### src/rtl/channel_decimator.sv
// Per-channel boxcar decimator: averages 2^LOG2_DECIM samples per channel (tuser 0..3), one result per block.
// Latency: result is registered on the edge that accepts the block-completing beat; output valid next cycle.
// Backpressure: single-entry output register; input stalls whenever it holds data that is not draining.
// Optional build macro CHANNEL_DECIMATOR_ROUND_EN: round half toward +inf instead of floor.
module channel_decimator #(
  parameter int LOG2_DECIM = 4,
  parameter int ACC_W      = 32 + LOG2_DECIM
) (
  input  logic               s_axis_aclk,
  input  logic               s_axis_arst,
  input  logic signed [31:0] s_axis_tdata,
  input  logic               s_axis_tvalid,
  output logic               s_axis_tready,
  input  logic [1:0]         s_axis_tuser,
  output logic signed [31:0] m_axis_tdata,
  output logic               m_axis_tvalid,
  input  logic               m_axis_tready,
  output logic [1:0]         m_axis_tuser
);

  localparam logic [LOG2_DECIM-1:0] CNT_LAST = '1;
`ifdef CHANNEL_DECIMATOR_ROUND_EN
  localparam logic signed [ACC_W:0] ROUND_HALF = {{ACC_W{1'b0}}, 1'b1} << (LOG2_DECIM - 1);
`endif

  logic signed [ACC_W-1:0]  acc [4];
  logic [LOG2_DECIM-1:0]    cnt [4];

  logic                     accept;
  logic                     block_done;
  logic signed [ACC_W-1:0]  sample_ext;
  logic signed [ACC_W-1:0]  sum;
  logic signed [ACC_W:0]    sum_wide;
  logic signed [31:0]       avg;

  // Ready only depends on the output register, never on acc/cnt, to keep the control path short.
  assign s_axis_tready = !s_axis_arst && (!m_axis_tvalid || m_axis_tready);
  assign accept        = s_axis_tvalid && s_axis_tready;
  assign block_done    = accept && (cnt[s_axis_tuser] == CNT_LAST);

  // Running sum for the addressed channel and the block average derived from it.
  always_comb begin
    sample_ext = {{(ACC_W-32){s_axis_tdata[31]}}, s_axis_tdata};
    sum        = acc[s_axis_tuser] + sample_ext;
    // One extra bit so the rounding offset can never overflow.
    sum_wide   = {sum[ACC_W-1], sum};
`ifdef CHANNEL_DECIMATOR_ROUND_EN
    sum_wide   = sum_wide + ROUND_HALF;
`endif
    // Arithmetic shift of a sum of 2^LOG2_DECIM 32-bit values always fits back in 32 bits.
    avg        = 32'(sum_wide >>> LOG2_DECIM);
  end

  // Per-channel accumulate; the block-completing beat restarts that channel from zero.
  always_ff @(posedge s_axis_aclk) begin
    if (s_axis_arst) begin
      for (int c = 0; c < 4; c++) begin
        acc[c] <= '0;
        cnt[c] <= '0;
      end
    end else if (accept) begin
      if (block_done) begin
        acc[s_axis_tuser] <= '0;
        cnt[s_axis_tuser] <= '0;
      end else begin
        acc[s_axis_tuser] <= sum;
        cnt[s_axis_tuser] <= cnt[s_axis_tuser] + 1'b1;
      end
    end
  end

  // Output holding register: a new result reloads it even while the old one drains (no bubble).
  always_ff @(posedge s_axis_aclk) begin
    if (s_axis_arst) begin
      m_axis_tdata  <= '0;
      m_axis_tuser  <= '0;
      m_axis_tvalid <= 1'b0;
    end else if (block_done) begin
      m_axis_tdata  <= avg;
      m_axis_tuser  <= s_axis_tuser;
      m_axis_tvalid <= 1'b1;
    end else if (m_axis_tready) begin
      m_axis_tvalid <= 1'b0;
    end
  end

endmodule
### config.mk
export PLATFORM = sky130hd
export DESIGN_NAME = channel_decimator
export DESIGN_NICKNAME = d
export VERILOG_FILES = /design/src/rtl/channel_decimator.sv
export SDC_FILE = /design/constraint.sdc
export NUM_CORES = 1
export LEC_CHECK = 0
export BUFFER_PORTS_ARGS = -buffer_cell sky130_fd_sc_hd__buf_2
export CORE_MARGIN = 2
export CORE_UTILIZATION = 50
export DETAILED_ROUTE_END_ITERATION = 10
export PLACE_DENSITY_LB_ADDON = 0.25
export SETUP_SLACK_MARGIN = 0.4
export SLEW_MARGIN = 25
export SYNTH_ARGS = -nofsm -noshare
export SYNTH_HDL_FRONTEND = slang
export SYNTH_SLANG_ARGS = --single-unit
### constraint.sdc
create_clock -name s_axis_aclk -period 3.94 [get_ports s_axis_aclk]
set_input_delay 0.394 -clock s_axis_aclk [delete_from_list [all_inputs] [get_ports s_axis_aclk]]
set_output_delay 0.394 -clock s_axis_aclk [all_outputs]
set_load 0.01 [all_outputs]
==> metrics.txt <==
Most used DFF post-synth edfxtp_1; GRT overflow 0; WP data arrival 3.62 ns; clock slew at reported path FFs 0.07 ns; fin. max-slew vios 0; I/O Pins 74; DRT antenna net count 0; worst setup path category reg -> reg; nature of the critical path startpoint register; Req. time, crit path 4.11 ns; asr flop ratio synth 0%; Worst R2R Path Depth 11; Tcrit/Tclk final 87.6%; Syn-to-layout area delta 17.1%; RR Endpoint acc[2][19]; vias in the first global route 7090; layout cell share with drive strength beyond 1 24.8%; Worst VDD drop 0.296 mV; worst-path maximum fanout 4; Cell Chain, Critical Path mux4_2 -> ha_1 -> a21oi_1 -> nor2_1 -> o311ai_2 -> a21oi_1 -> or2_1 -> a31oi_1 -> xor2_1 -> buf_4 -> nor2_1; RD Place Congestion 0.904; Initial Util 51.1%; CTS Root Cell clkbuf_16; Antenna Cells 0; WL/cell 19.7 µm; Max-cap violations 0; DRC violations left 0; HPWL Detailed 16700 µm; initial detailed-routing violation count 542; unrepaired setup endpoints after global routing true; Max clock buf depth 2; HP Start m_axis_tready; count of input and output buffers 73; Lkg Pwr 4.65 nW; Sink Count 195; fin crit period 3.45 ns; setup TNS 0 ns; top post-synthesis cells by area edfxtp_1 (48%), mux4_2 (9.1%), dfxtp_1 (7.0%), nor2_1 (6.2%), ha_1 (4.5%); Worst Tran Pin Value 0.989 ns; Num CTS Buffers 17; crit-path max cell delay 0.48 ns; RR Startpoint acc[2][1]; met3 routed WL 1650 µm; die area 21000 µm²; Worst Clk Skew 0.0118 ns; FMAX 290 MHz; flop and latch count out of synthesis 195; uppermost layer routed met4; antenna violations before repair 0; Met2 Routed Length 11800 µm; post-route setup slack 0.489 ns; core area 19500 µm²; # nets final 1041; final setup vio count 0; Hold/Removal Path Class in -> reg; Netlist cell types 68; Seq/Total Area, Yosys 55.4%; Detailed Route WL 24400 µm; worst slack, placed 0.0498 ns; Rows 51; wire length on met1 10500 µm; H-tree levels 4; vias after detailed routing 7170; Critical Path End Type register; WHS Path Cells 3; syn_area_per_cell 11.6 µm²; slowest library cell on the worst path mux4_2; Hold Path Sink m_axis_tvalid; Filler cells 1610; area leader, netlist edfxtp_1; Final Total Pwr 5.12 mW; first-pass GRT wire length 38200 µm; total iterations of the first detailed-routing run 7; r2r setup slk 0.49 ns; Die Wd 145 µm; outcome completed; die span in y 145 µm; yosys warns 0; Total GRT Usage 23.6%; Clock Latency Late Sink 0.44 ns; Via density 5.76; Mapped Cells 856; post-synth net total 931; largest net degree at the start of global routing 42; Max transition margin 34.0%; share of Yosys cell area claimed by the top area cell type 48.3%; Syn Std Cell Area 9940 µm²; Hold Vio Cnt, Final 0; TritonCTS clock tree yes; Post-synth EDFFs 160; pwr dens 440 nW/µm²
synth_stat cells (all sizes together) (4+ instances only):
| library cell | instances |
|---|---|
| nor2b | 8 |
| and2 | 7 |
| a21o | 8 |
| ha | 36 |
| buf | 17 |
| nand2b | 10 |
| o21ai | 27 |
| a211oi | 7 |
| edfxtp | 160 |
| or3 | 4 |
| and3 | 7 |
| dfxtp | 35 |
| nand2 | 88 |
| nand3b | 4 |
| inv | 33 |
| o21a | 8 |
| nand4 | 8 |
| nor2 | 163 |
| or2 | 4 |
| a31oi | 7 |
| clkbuf | 28 |
| nor3 | 8 |
| nand3 | 12 |
| o21bai | 6 |
| xnor2 | 19 |
| xor2 | 12 |
| a21oi | 59 |
| mux4 | 40 |
layout by cell type (no fill, tap or decap), drive strengths merged, types with 3 or more instances in the layout:
| cell type | netlist | final |
|---|---|---|
| ha | 36 | 36 |
| nand3b | 4 | 4 |
| clkinv | 0 | 6 |
| dfxtp | 35 | 35 |
| nor2 | 163 | 163 |
| a21o | 8 | 8 |
| or2 | 4 | 4 |
| o21a | 8 | 8 |
| edfxtp | 160 | 160 |
| xnor2 | 19 | 19 |
| xor2 | 12 | 12 |
| mux4 | 40 | 40 |
| buf | 17 | 136 |
| nor2b | 8 | 8 |
| clkbuf | 28 | 20 |
| or3 | 4 | 4 |
| nand4 | 8 | 8 |
| a211oi | 7 | 7 |
| nand2b | 10 | 10 |
| and3 | 7 | 7 |
| a31oi | 7 | 7 |
| nor3 | 8 | 8 |
| a21oi | 59 | 59 |
| nand3 | 12 | 12 |
| inv | 33 | 35 |
| o21bai | 6 | 6 |
| and2 | 7 | 7 |
| o21ai | 27 | 27 |
| a221o | 3 | 3 |
| nand2 | 88 | 88 |
| a21boi | 3 | 3 |
worst max path at each step:
stage / start / depth (start not counted) / endpoint
after detailed placement: s_axis_tuser[0] / 13 / acc[2][32]
final: acc[2][1] / 11 / acc[2][19]
after global placement: s_axis_tuser[0] / 13 / acc[0][32]
after floorplan: s_axis_tuser[0] / 14 / acc[1][32]
after global routing: acc[2][1] / 13 / acc[0][31]
after CTS: acc[3][0] / 13 / acc[0][32]
logic make-up (layout without fill, tap and decap cells):
| group | after synthesis | after routing | share of synthesized area, % |
|---|---|---|---|
| and+or+nand+nor | 330 | 330 | 14.5 |
| DFF | 195 | 195 | 55.4 |
| AOI/OAI and AO/OA | 145 | 145 | 10.3 |
| buffers and inverters | 78 | 201 | 3.22 |
| muxes | 40 | 40 | 9.06 |
| adders and majority gates | 37 | 37 | 4.73 |
| xor gates and xnor gates | 31 | 31 | 2.81 |
area by class of cell:
type / instances / area (µm²) / area share (%)
Sequential cell: 195 / 5510 / 47.3
Multi-Input combinational cell: 583 / 4190 / 36.0
Timing Repair Buffer: 136 / 913 / 7.85
Clock buffer: 20 / 447 / 3.84
Tap cell: 265 / 332 / 2.85
Clock inverter: 12 / 133 / 1.14
Inverter: 33 / 124 / 1.06
metrics by stage:
| step | std cells | area (µm²) | util, % | hold WS (ns) |
|---|---|---|---|---|
| final | 1244 | 11600 | 59.8 | 0.234 |
| after global routing | 1244 | 11600 | 59.8 | 0.239 |
| after detailed placement | 1200 | 10900 | 56.0 | 0.447 |
| after floorplan | 856 | 9970 | - | 0.481 |
| after global placement | 1200 | 10900 | 56.0 | 0.441 |
| after CTS | 1232 | 11500 | 59.0 | 0.227 |
sequential cells by signal, summed over array words and instances (netlist names):
register and count:
acc 144, cnt 16, m_axis_tdata 32, m_axis_tuser 2, m_axis_tvalid 1
what timing repair did:
action                                  CTS  global route
hold buffers                              0             0
resized for setup                         0            10
endpoints found under the setup margin    0            57
setup buffers                             0            12
metal layers:
| layer | global-route usage [%] | vias to the layer above |
|---|---|---|
| met3 | 4.34 | 44 |
| met4 | 6.98 | 0 |
| met2 | 38.9 | 277 |
| met5 | 0 | - |
| met1 | 32.2 | 3527 |
| li1 | - | 3322 |
power by group:
group,internal [mW],switching [mW]
Combinational,0.417,0.619
Clock,0.955,0.767
Sequential,2.34,0.0254
Total,3.71,1.41
critical path, delay by kind of cell, from the launching register on:
kind | cells | cell delay [ns]
muxes | 1 | 0.48
and+or+nand+nor | 3 | 0.46
xor gates and xnor gates | 1 | 0.25
adders and majority gates | 1 | 0.29
AOI/OAI and AO/OA | 4 | 1.13
buffers and inverters | 1 | 0.18
DFF | 1 | 0.37
No activity file was read; power rests on OpenSTA's default activity.
